==> config.mk <==
export PLATFORM = sky130hd
export DESIGN_NAME = wfrm_pkt_parser_flat
export DESIGN_NICKNAME = d
export VERILOG_FILES = /design/src/rtl/wfrm_pkt_parser_pkg.sv /design/src/rtl/wfrm_pkt_parser_if.sv /design/src/rtl/wfrm_pkt_parser.sv /design/src/flat_wrapper.sv
export SDC_FILE = /design/constraint.sdc
export NUM_CORES = 1
export LEC_CHECK = 0
export BUFFER_PORTS_ARGS = -buffer_cell sky130_fd_sc_hd__buf_4
export CORE_MARGIN = 2
export CORE_UTILIZATION = 25
export CTS_BUF_LIST = sky130_fd_sc_hd__clkbuf_8 sky130_fd_sc_hd__clkbuf_16
export DETAILED_ROUTE_END_ITERATION = 8
export GPL_TIMING_DRIVEN = 0
export REMOVE_ABC_BUFFERS = 1
export SYNTH_ARGS = -nofsm -noshare
export SYNTH_HDL_FRONTEND = slang
export SYNTH_SLANG_ARGS = --single-unit
export TNS_END_PERCENT = 20
==> constraint.sdc <==
create_clock -name clk_i -period 3.5 [get_ports clk_i]
set_clock_uncertainty 0.05 [all_clocks]
set_input_delay 0.7 -clock clk_i [delete_from_list [all_inputs] [get_ports clk_i]]
set_output_delay 0.7 -clock clk_i [all_outputs]
set_load 0.02 [all_outputs]
==> src/rtl/wfrm_pkt_parser_pkg.sv <==
// Shared constants for the waveform-load packet parser: command word,
// header layout and the parser state encoding.
package wfrm_pkt_parser_pkg;

  localparam int          DATA_W        = 32;
  localparam logic [31:0] WFRM_CMD_WORD = 32'h5757_4441;

  localparam int OFS_CMD   = 0;
  localparam int OFS_ID    = 1;
  localparam int OFS_IND   = 2;
  localparam int OFS_LEN   = 3;
  localparam int OFS_RSV   = 4;
  localparam int HDR_WORDS = 5;

  typedef enum logic [2:0] {
    H_CMD   = 3'd0,
    H_ID    = 3'd1,
    H_IND   = 3'd2,
    H_LEN   = 3'd3,
    H_RSV   = 3'd4,
    PAYLOAD = 3'd5,
    DROP    = 3'd6
  } state_t;

endpackage

==> src/rtl/wfrm_pkt_parser_if.sv <==
// AXI-Stream style word channel feeding the waveform-load parser.
interface wfrm_pkt_parser_if;
  import wfrm_pkt_parser_pkg::*;

  logic [DATA_W-1:0] tdata;
  logic              tvalid;
  logic              tlast;
  logic              tready;

  modport master (output tdata, output tvalid, output tlast, input tready);
  modport slave  (input tdata, input tvalid, input tlast, output tready);
endinterface

==> src/rtl/wfrm_pkt_parser.sv <==
// Parses multi-packet waveform loads into sequential RAM writes, tracking
// segment order and reporting completion and protocol errors.
module wfrm_pkt_parser
  import wfrm_pkt_parser_pkg::*;
#(
  parameter int          ADDR_W   = 12,
  parameter logic [31:0] CMD_WORD = WFRM_CMD_WORD
) (
  input  logic               clk_i,
  input  logic               resetn,
  wfrm_pkt_parser_if.slave   s_axis,
  output logic               wr_en,
  output logic [ADDR_W-1:0]  wr_addr,
  output logic [DATA_W-1:0]  wr_data,
  output logic               done,
  output logic [31:0]        done_id,
  output logic [31:0]        done_len,
  output logic               err_cmd,
  output logic               err_seq,
  output logic               err_short,
  output logic               err_len,
  output logic               err_ovf,
  output logic               busy
);

  localparam logic [ADDR_W:0] PTR_LAST = {1'b0, {ADDR_W{1'b1}}};

  state_t          state, state_nxt;
  logic            acc;
  logic [31:0]     hdr_id, hdr_ind, hdr_len;
  logic [31:0]     cur_id, cur_len, exp_ind, cnt;
  logic [ADDR_W:0] ptr;
  logic            len_flag;
  logic            open_load, wr_go, fin, ovf, pkt_ok;
  logic            e_cmd, e_seq, e_short, e_len;

  assign s_axis.tready = resetn;
  assign acc           = s_axis.tvalid & s_axis.tready;

  always_ff @(posedge clk_i) begin
    if (!resetn) state <= H_CMD;
    else         state <= state_nxt;
  end

  always_comb begin
    state_nxt = state;
    open_load = 1'b0;
    wr_go     = 1'b0;
    fin       = 1'b0;
    ovf       = 1'b0;
    pkt_ok    = 1'b0;
    e_cmd     = 1'b0;
    e_seq     = 1'b0;
    e_short   = 1'b0;
    e_len     = 1'b0;
    if (acc) begin
      unique case (state)
        H_CMD: begin
          if (s_axis.tdata != CMD_WORD) begin
            e_cmd     = 1'b1;
            state_nxt = s_axis.tlast ? H_CMD : DROP;
          end else if (s_axis.tlast) begin
            e_short = 1'b1;
          end else begin
            state_nxt = H_ID;
          end
        end
        H_ID, H_IND, H_LEN: begin
          e_short   = s_axis.tlast;
          state_nxt = s_axis.tlast ? H_CMD : state_t'(state + 3'd1);
        end
        H_RSV: begin
          if (s_axis.tlast) begin
            e_short   = 1'b1;
            state_nxt = H_CMD;
          end else if (hdr_ind == 32'd0) begin
            if (hdr_len == 32'd0) begin
              e_len     = 1'b1;
              state_nxt = DROP;
            end else begin
              open_load = 1'b1;
              state_nxt = PAYLOAD;
            end
          end else if (busy && hdr_id == cur_id && hdr_ind == exp_ind) begin
            state_nxt = PAYLOAD;
          end else begin
            e_seq     = 1'b1;
            state_nxt = DROP;
          end
        end
        PAYLOAD: begin
          if (busy) begin
            wr_go = 1'b1;
            if (cnt + 32'd1 == cur_len) fin = 1'b1;
            else if (ptr == PTR_LAST)   ovf = 1'b1;
          end else if (!len_flag) begin
            e_len = 1'b1;
          end
          if (ovf) begin
            state_nxt = s_axis.tlast ? H_CMD : DROP;
          end else if (s_axis.tlast) begin
            pkt_ok    = 1'b1;
            state_nxt = H_CMD;
          end
        end
        DROP: if (s_axis.tlast) state_nxt = H_CMD;
        default: state_nxt = H_CMD;
      endcase
    end
  end

  // Registered write/status stage: everything below appears one cycle after acceptance.
  always_ff @(posedge clk_i) begin
    if (!resetn) begin
      wr_en     <= 1'b0;
      wr_addr   <= '0;
      wr_data   <= '0;
      done      <= 1'b0;
      done_id   <= '0;
      done_len  <= '0;
      err_cmd   <= 1'b0;
      err_seq   <= 1'b0;
      err_short <= 1'b0;
      err_len   <= 1'b0;
      err_ovf   <= 1'b0;
      busy      <= 1'b0;
      ptr       <= '0;
      cnt       <= '0;
      cur_id    <= '0;
      cur_len   <= '0;
      exp_ind   <= '0;
      hdr_id    <= '0;
      hdr_ind   <= '0;
      hdr_len   <= '0;
      len_flag  <= 1'b0;
    end else begin
      wr_en     <= wr_go;
      done      <= fin;
      err_cmd   <= e_cmd;
      err_seq   <= e_seq;
      err_short <= e_short;
      err_len   <= e_len;
      err_ovf   <= ovf;
      if (acc && state == H_ID)  hdr_id  <= s_axis.tdata;
      if (acc && state == H_IND) hdr_ind <= s_axis.tdata;
      if (acc && state == H_LEN) hdr_len <= s_axis.tdata;
      if (acc && state == H_RSV)            len_flag <= 1'b0;
      else if (e_len && state == PAYLOAD)   len_flag <= 1'b1;
      if (wr_go) begin
        wr_addr <= ptr[ADDR_W-1:0];
        wr_data <= s_axis.tdata;
        ptr     <= ptr + 1'b1;
        cnt     <= cnt + 32'd1;
      end
      if (fin) begin
        done_id  <= cur_id;
        done_len <= cur_len;
      end
      if (fin || ovf) busy <= 1'b0;
      // A new index-0 header silently replaces whatever load was open.
      if (open_load) begin
        cur_id  <= hdr_id;
        cur_len <= hdr_len;
        ptr     <= '0;
        cnt     <= '0;
        busy    <= 1'b1;
      end
      if (pkt_ok) exp_ind <= hdr_ind + 32'd1;
    end
  end

endmodule

==> src/flat_wrapper.sv <==
// flat-port wrapper written by rule: the top's interface ports become plain ports
module wfrm_pkt_parser_flat import wfrm_pkt_parser_pkg::*;
#(
  parameter int          ADDR_W   = 12,
  parameter logic [31:0] CMD_WORD = WFRM_CMD_WORD
)
  (clk_i, resetn, wr_en, wr_addr, wr_data, done, done_id, done_len, err_cmd, err_seq, err_short, err_len, err_ovf, busy, s_axis_tdata, s_axis_tvalid, s_axis_tlast, s_axis_tready);
  wfrm_pkt_parser_if s_axis_i ();
  input  logic clk_i;
  input  logic resetn;
  output logic wr_en;
  output logic [ADDR_W-1:0] wr_addr;
  output logic [DATA_W-1:0] wr_data;
  output logic done;
  output logic [31:0] done_id;
  output logic [31:0] done_len;
  output logic err_cmd;
  output logic err_seq;
  output logic err_short;
  output logic err_len;
  output logic err_ovf;
  output logic busy;
  input wire logic [$bits(s_axis_i.tdata)-1:0] s_axis_tdata;
  input wire logic [$bits(s_axis_i.tvalid)-1:0] s_axis_tvalid;
  input wire logic [$bits(s_axis_i.tlast)-1:0] s_axis_tlast;
  output wire logic [$bits(s_axis_i.tready)-1:0] s_axis_tready;
  assign s_axis_i.tdata = s_axis_tdata;
  assign s_axis_i.tvalid = s_axis_tvalid;
  assign s_axis_i.tlast = s_axis_tlast;
  assign s_axis_tready = s_axis_i.tready;
  wfrm_pkt_parser #(.ADDR_W(ADDR_W), .CMD_WORD(CMD_WORD)) u_core (.clk_i(clk_i), .resetn(resetn), .s_axis(s_axis_i), .wr_en(wr_en), .wr_addr(wr_addr), .wr_data(wr_data), .done(done), .done_id(done_id), .done_len(done_len), .err_cmd(err_cmd), .err_seq(err_seq), .err_short(err_short), .err_len(err_len), .err_ovf(err_ovf), .busy(busy));
endmodule
# Word-level counts from Yosys, hierarchy flattened
# Cells that the tools add are included.
[classes]
n_addsub = 4
n_eq_ne = 12
n_mux = 47
bitwise_logic = 4
reduce_logical = 19
[ops]
columns = ["op", "count"]
rows = [
  ["$eq 32x32->1", 3],
  ["$add 32x1->32 const B", 2],
  ["$logic_not 32->1", 2],
  ["$mux 1", 34],
  ["$ne 32x31->1 const B", 1],
  ["$mux 3", 8],
  ["$pmux 3 s5", 1],
  ["$add 13x1->13 const B", 1],
  ["$eq 13x12->1 const B", 1],
  ["$eq 3x3->1 const B", 3],
  ["$logic_and 1x1->1", 7],
  ["$eq 3x2->1 const B", 2],
  ["$reduce_or 5->1", 1],
  ["$mux 2", 2],
  ["$reduce_and 2->1", 2],
  ["$reduce_or 2->1", 2],
  ["$add 3x1->3 const B", 1],
  ["$eq 3x1->1 const B", 1],
  ["$logic_not 3->1", 1],
  ["$ne 3x2->1 const B", 1],
  ["$not 1->1", 3],
  ["$pmux 1 s3", 1],
  ["$reduce_and 3->1", 1],
  ["$reduce_or 3->1", 1],
  ["4 further kinds", 4],
]
[totals]
regBits = 357
inputBits = 36
output_inout_bits = 117
word_cells = 108

# Depth between registers and ports, before layout
[logic_depth]
depth_word = 11
depth_mapped = 12

# Worst setup path after synthesis
# No wires, ideal clock.
[synth_path]
path_kind = "flip-flop to flip-flop"
startpoint = "reg u_core.cnt[1]"
endpoint = "reg u_core.done_id[10]"
setup_time_ps = 120
arrival_ps = 2787
slack_ps = 544
stages_incl_launch_ff = 12
path_buffers = 1
synth_period_minus_slack_ps = 2956
path_cell_list = "dfxtp_1 -> ha_1 -> inv_2 -> nor4_4 -> nand4b_1 -> xnor2_1 -> or4b_1 -> nor4_2 -> and2_2 -> nand2_4 -> buf_6 -> mux2i_1"
[synth_via]
elab_chain_len = 6
[synth_rtl]
columns = ["element", "line_no", "source"]
rows = [
  ["start: declaration", "wfrm_pkt_parser.sv:31", "logic [31:0] cur_id, cur_len, exp_ind, cnt;"],
  ["start signal: assignment", "wfrm_pkt_parser.sv:153", "cnt <= cnt + 32'd1;"],
  ["$add 32x1->32", "wfrm_pkt_parser.sv:94", "if (cnt + 32'd1 == cur_len) fin = 1'b1;"],
  ["$eq 32x32->1", "wfrm_pkt_parser.sv:94", ""],
  ["$mux 1", "wfrm_pkt_parser.sv:94", ""],
  ["$mux 1", "wfrm_pkt_parser.sv:92", "if (busy) begin"],
  ["$mux 1", "wfrm_pkt_parser.sv:57", "unique case (state)"],
  ["$mux 1", "wfrm_pkt_parser.sv:56", "if (acc) begin"],
  ["end signal: assignment", "wfrm_pkt_parser.sv:156", "done_id <= cur_id;"],
  ["end: declaration", "wfrm_pkt_parser.sv:16", "output logic [31:0] done_id,"],
]
# Every way passes these cells.
# A chain may end at the register's enable or synchronous reset.

# Worst setup path in the final report
[layout_path]
startpoint = "reg u_core.cnt[2]"
endpoint = "reg u_core.exp_ind[7]"
[layout_via]
elab_chain_len = 9
[layout_rtl]
columns = ["element", "line_no", "source"]
rows = [
  ["$add 32x1->32", "wfrm_pkt_parser.sv:94", ""],
  ["$eq 32x32->1", "wfrm_pkt_parser.sv:94", ""],
  ["$mux 1", "wfrm_pkt_parser.sv:94", ""],
  ["$mux 1", "wfrm_pkt_parser.sv:92", ""],
  ["$mux 1", "wfrm_pkt_parser.sv:57", ""],
  ["$mux 1", "wfrm_pkt_parser.sv:56", ""],
  ["$mux 1", "wfrm_pkt_parser.sv:99", "if (ovf) begin"],
  ["$mux 1", "wfrm_pkt_parser.sv:57", ""],
  ["$mux 1", "wfrm_pkt_parser.sv:56", ""],
  ["end signal: assignment", "wfrm_pkt_parser.sv:168", "if (pkt_ok) exp_ind <= hdr_ind + 32'd1;"],
  ["end: declaration", "wfrm_pkt_parser.sv:31", ""],
]
# Every way passes these cells. The select of a mux whose other input is x is not followed.

==> run_results.csv <==
group,metric,value,unit
outcome,outcome,"finished clean",
floorplan,ios,153,
route,routed_wl,52.7,mm
worst_setup_path,reg2reg_depth,11,
min_path,hold_depth,3,
min_path,hp-class,"in2reg",
route,wire_per_inst,17.9,µm
floorplan,dieWidth,256,µm
global_route,grtUsageTotal,0.151,
sta,fmax,0.292,GHz
floorplan,start_util,0.252,
placement,place_ws,-1230,ps
route,drc,0,
sta,worstMarginPinSlew,956,ps
placement,dp_hpwl,34.3,mm
min_path,min_to,"u_core.hdr_ind[25]$_SDFFE_PN0P_",
global_route,grt_max_degree,129,
worst_setup_path,r2r_slack,70,ps
synthesis,synthTopCellsByCount,"nand2_1 (593), dfxtp_1 (357), a21oi_1 (143), clkbuf_1 (113), xor2_1 (102)",
synthesis,synth_cell_types,62,
route,via_per_inst,4.71,
floorplan,die_h,256,µm
job,max_cap_viol_count,0,
pwr,sw_frac_of_total,0.238,
synthesis,synth.avg_cell_area,7.99,µm²
pwr,power_frac_comb,0.044,
route,vias,13879,
sta,hold_viol,0,
clock_network,cts_max_path_buffers,3,
synthesis,yosysSeqAreaShare,0.450,
worst_setup_path,path_max_fanout,9,
worst_setup_path,crit_required,3960,ps
sta,fin_ws,72.9,ps
sta,min_period,3430,ps
synthesis,netlist.area_leader.share,0.450,
synthesis,synth-edff-count,0,
clock_network,cts.clk_slew.worst_paths,60,ps
pwr,p_leak,7.57,nW
clock_network,cts_sinks,357,
pwr,p_int,6.84,mW
synthesis,ys.flop_type,"dfxtp_1",
pwr,pwr_density_cell,459,nW/µm²
clock_network,cts_tree,"done",
global_route,overflow,0,
floorplan,core,63000,µm²
pwr,peakVddDrop,0.335,mV
route,drt_iter0_markers,1054,
synthesis,async_flop_share,0,
clock_network,cts_hold_buffers,0,
placement,place.gp.congestion,0.870,
clock_network,numCtsBuffers,41,
pwr,pwr-share-seq,0.461,
worst_setup_path,r2r_start,"u_core.cnt[2]$_SDFFE_PP0P_",
route,drtPass1Iterations,5,
finish,drive_gt1_frac,0.137,
clock_network,htree_levels,2,
clock_network,cts-root-buf,"clkbuf_16",
floorplan,fp-row-count,92,
synthesis,synth_largest_area_cell,"dfxtp_1",
finish,nets,2120,
synthesis,synth.area.top_cells,"dfxtp_1 (45%), nand2_1 (14%), xor2_1 (5.6%), a21oi_1 (4.5%), xnor2_1 (4.2%)",
sta,setup_tns,0,ps
placement,io_buffer_count,152,
finish,n_antenna_cell,0,
route,antenna_left,0,
sta,grt_setup_unrepaired,"false",
floorplan,dieArea,65600,µm²
synthesis,synth_seq_cells,357,
finish,area_delta_synth_final,23.1,%
synthesis,synth_cells,1988,
worst_setup_path,cp-end-kind,"flop",
synthesis,synth_warnings,0,
synthesis,yosysMostFrequentCell,"nand2_1",
pwr,switching_power,2.13,mW
clock_network,clock_latency,590,ps
worst_setup_path,cp.arrival,3880,ps
sta,relSlewSlack,0.363,
synthesis,syn_area,15900,µm²
sta,period_share,0.979,
pwr,pwr-share-clk,0.495,
sta,finalSetupViolCount,0,
min_path,min-delay-start,"s_axis_tdata[25]",
global_route,antenna_found_initial,2,
sta,drv_slew,0,
global_route,grt_pass1_vias,12945,
worst_setup_path,crit_type,"reg2reg",
worst_setup_path,reg2reg_to,"u_core.exp_ind[7]$_SDFFE_PN0P_",
worst_setup_path,crit_path_start_kind,"flop",
global_route,grt_pass1_wl,78.1,mm
[cell type report]
cell class                      instances  area [µm²]
Fill cell                            6694       43400
Multi-Input combinational cell       1477        8360
Sequential cell                       357        7160
Timing Repair Buffer                  177        1510
Clock buffer                           50        1150
Tap cell                              846        1060
Clock inverter                         16         220
Inverter                               21         100
[worst max path at each step]
stage,from,end
floorplan,resetn,u_core.busy$_SDFFE_PN0P_
global placement,resetn,u_core.cur_len[14]$_SDFFE_PN0P_
detailed placement,resetn,u_core.done_id[24]$_SDFFE_PN0P_
CTS,u_core.hdr_ind[0]$_SDFFE_PN0P_,u_core.cnt[18]$_SDFFE_PP0P_
global route,u_core.cnt[5]$_SDFFE_PP0P_,u_core.exp_ind[2]$_SDFFE_PN0P_
finish,u_core.cnt[2]$_SDFFE_PP0P_,u_core.exp_ind[7]$_SDFFE_PN0P_
[what timing repair did]
action	in CTS	in global routing
pin swaps	5	5
hold endpoints to repair	0	0
endpoints found under the setup margin	105	133
buffers inserted	5	6
cloned	2	5
gates resized for setup	23	25
[layout by cell type, fill, tap and decap left out, types with 8 or more instances in the layout]
cell / synthesis / layout
a21oi_1: 143 / 143
and3_1: 19 / 16
buf_4: 5 / 161
clkbuf_16: 0 / 41
clkbuf_8: 0 / 9
dfxtp_1: 357 / 350
ha_1: 9 / 8
inv_1: 18 / 23
mux2i_1: 66 / 66
nand2_1: 593 / 591
nand3_1: 37 / 36
nand4_1: 39 / 39
nor2_1: 88 / 83
nor3_1: 37 / 34
nor4_1: 38 / 33
nor4b_1: 8 / 8
o21ai_0: 101 / 101
o31ai_1: 35 / 35
xnor2_1: 77 / 76
xor2_1: 102 / 102
[flip-flops by register name, indices dropped and copies added, names as in the netlist]
name / flops
u_core.state: 3
u_core.hdr_id: 32
u_core.err_seq: 1
u_core.done_len: 32
u_core.len_flag: 1
u_core.wr_en: 1
u_core.cnt: 32
u_core.err_cmd: 1
u_core.err_len: 1
u_core.cur_len: 32
u_core.wr_addr: 12
u_core.cur_id: 32
u_core.done: 1
u_core.hdr_len: 32
u_core.ptr: 13
u_core.exp_ind: 32
u_core.err_ovf: 1
u_core.busy: 1
u_core.wr_data: 32
u_core.done_id: 32
u_core.hdr_ind: 32
u_core.err_short: 1
[critical path, stage by stage, from the launching register on]
cell      delay (ps)
dfxtp_2          420
nand4_1          130
buf_4            200
nor4_4           380
nand4b_1         200
xnor2_2          210
or4b_1           520
nor4_4           370
buf_4            210
and4b_4          360
o31ai_1          100
a31oi_1          210
[kinds of logic (layout without fill, tap and decap cells)]
kind of cell | count (synthesis) | count (layout) | share of synthesized area
AND/OR/NAND/NOR | 898 | 905 | 0.247
XOR/XNOR | 179 | 179 | 0.0987
multiplexers | 66 | 66 | 0.0416
flip-flops | 357 | 357 | 0.450
buffers and inverters | 161 | 264 | 0.0429
AO/OA/AOI/OAI | 318 | 318 | 0.113
adder cells (fa/ha/maj) | 9 | 9 | 0.00709
[power groups by stage]
stage | logic [mW] | clock network [mW] | registers (mW)
floorplan | 0.152 | 0 | 4.21
global route | 0.429 | 4.72 | 4.14
CTS | 0.389 | 4.55 | 4.13
finish | 0.399 | 4.44 | 4.13
global placement | 0.368 | 0 | 4.22
detailed placement | 0.388 | 0 | 4.22
[metrics by stage]
stage / hold slack [ps] / instances / utilization / cell area [µm²] / power (mW)
3_5_place_dp: 399 / 2860 / 0.282 / 17800 / 4.61
2_1_floorplan: 386 / 1848 / - / 15300 / 4.37
6_report: 325 / 2944 / 0.310 / 19500 / 8.98
5_1_grt: 306 / 2944 / 0.310 / 19500 / 9.28
4_1_cts: 295 / 2933 / 0.306 / 19300 / 9.07
3_3_place_gp: 394 / 2846 / 0.278 / 17500 / 4.59
[per-layer routing]
| layer | wire, µm | GRT usage |
|---|---|---|
| met1 | 22900 | 0.194 |
| met2 | 24500 | 0.252 |
| met3 | 3480 | 0.0357 |
| met4 | 1700 | 0.0460 |
| met5 | 26 | 0 |
No activity file was read; power rests on OpenSTA's default activity.
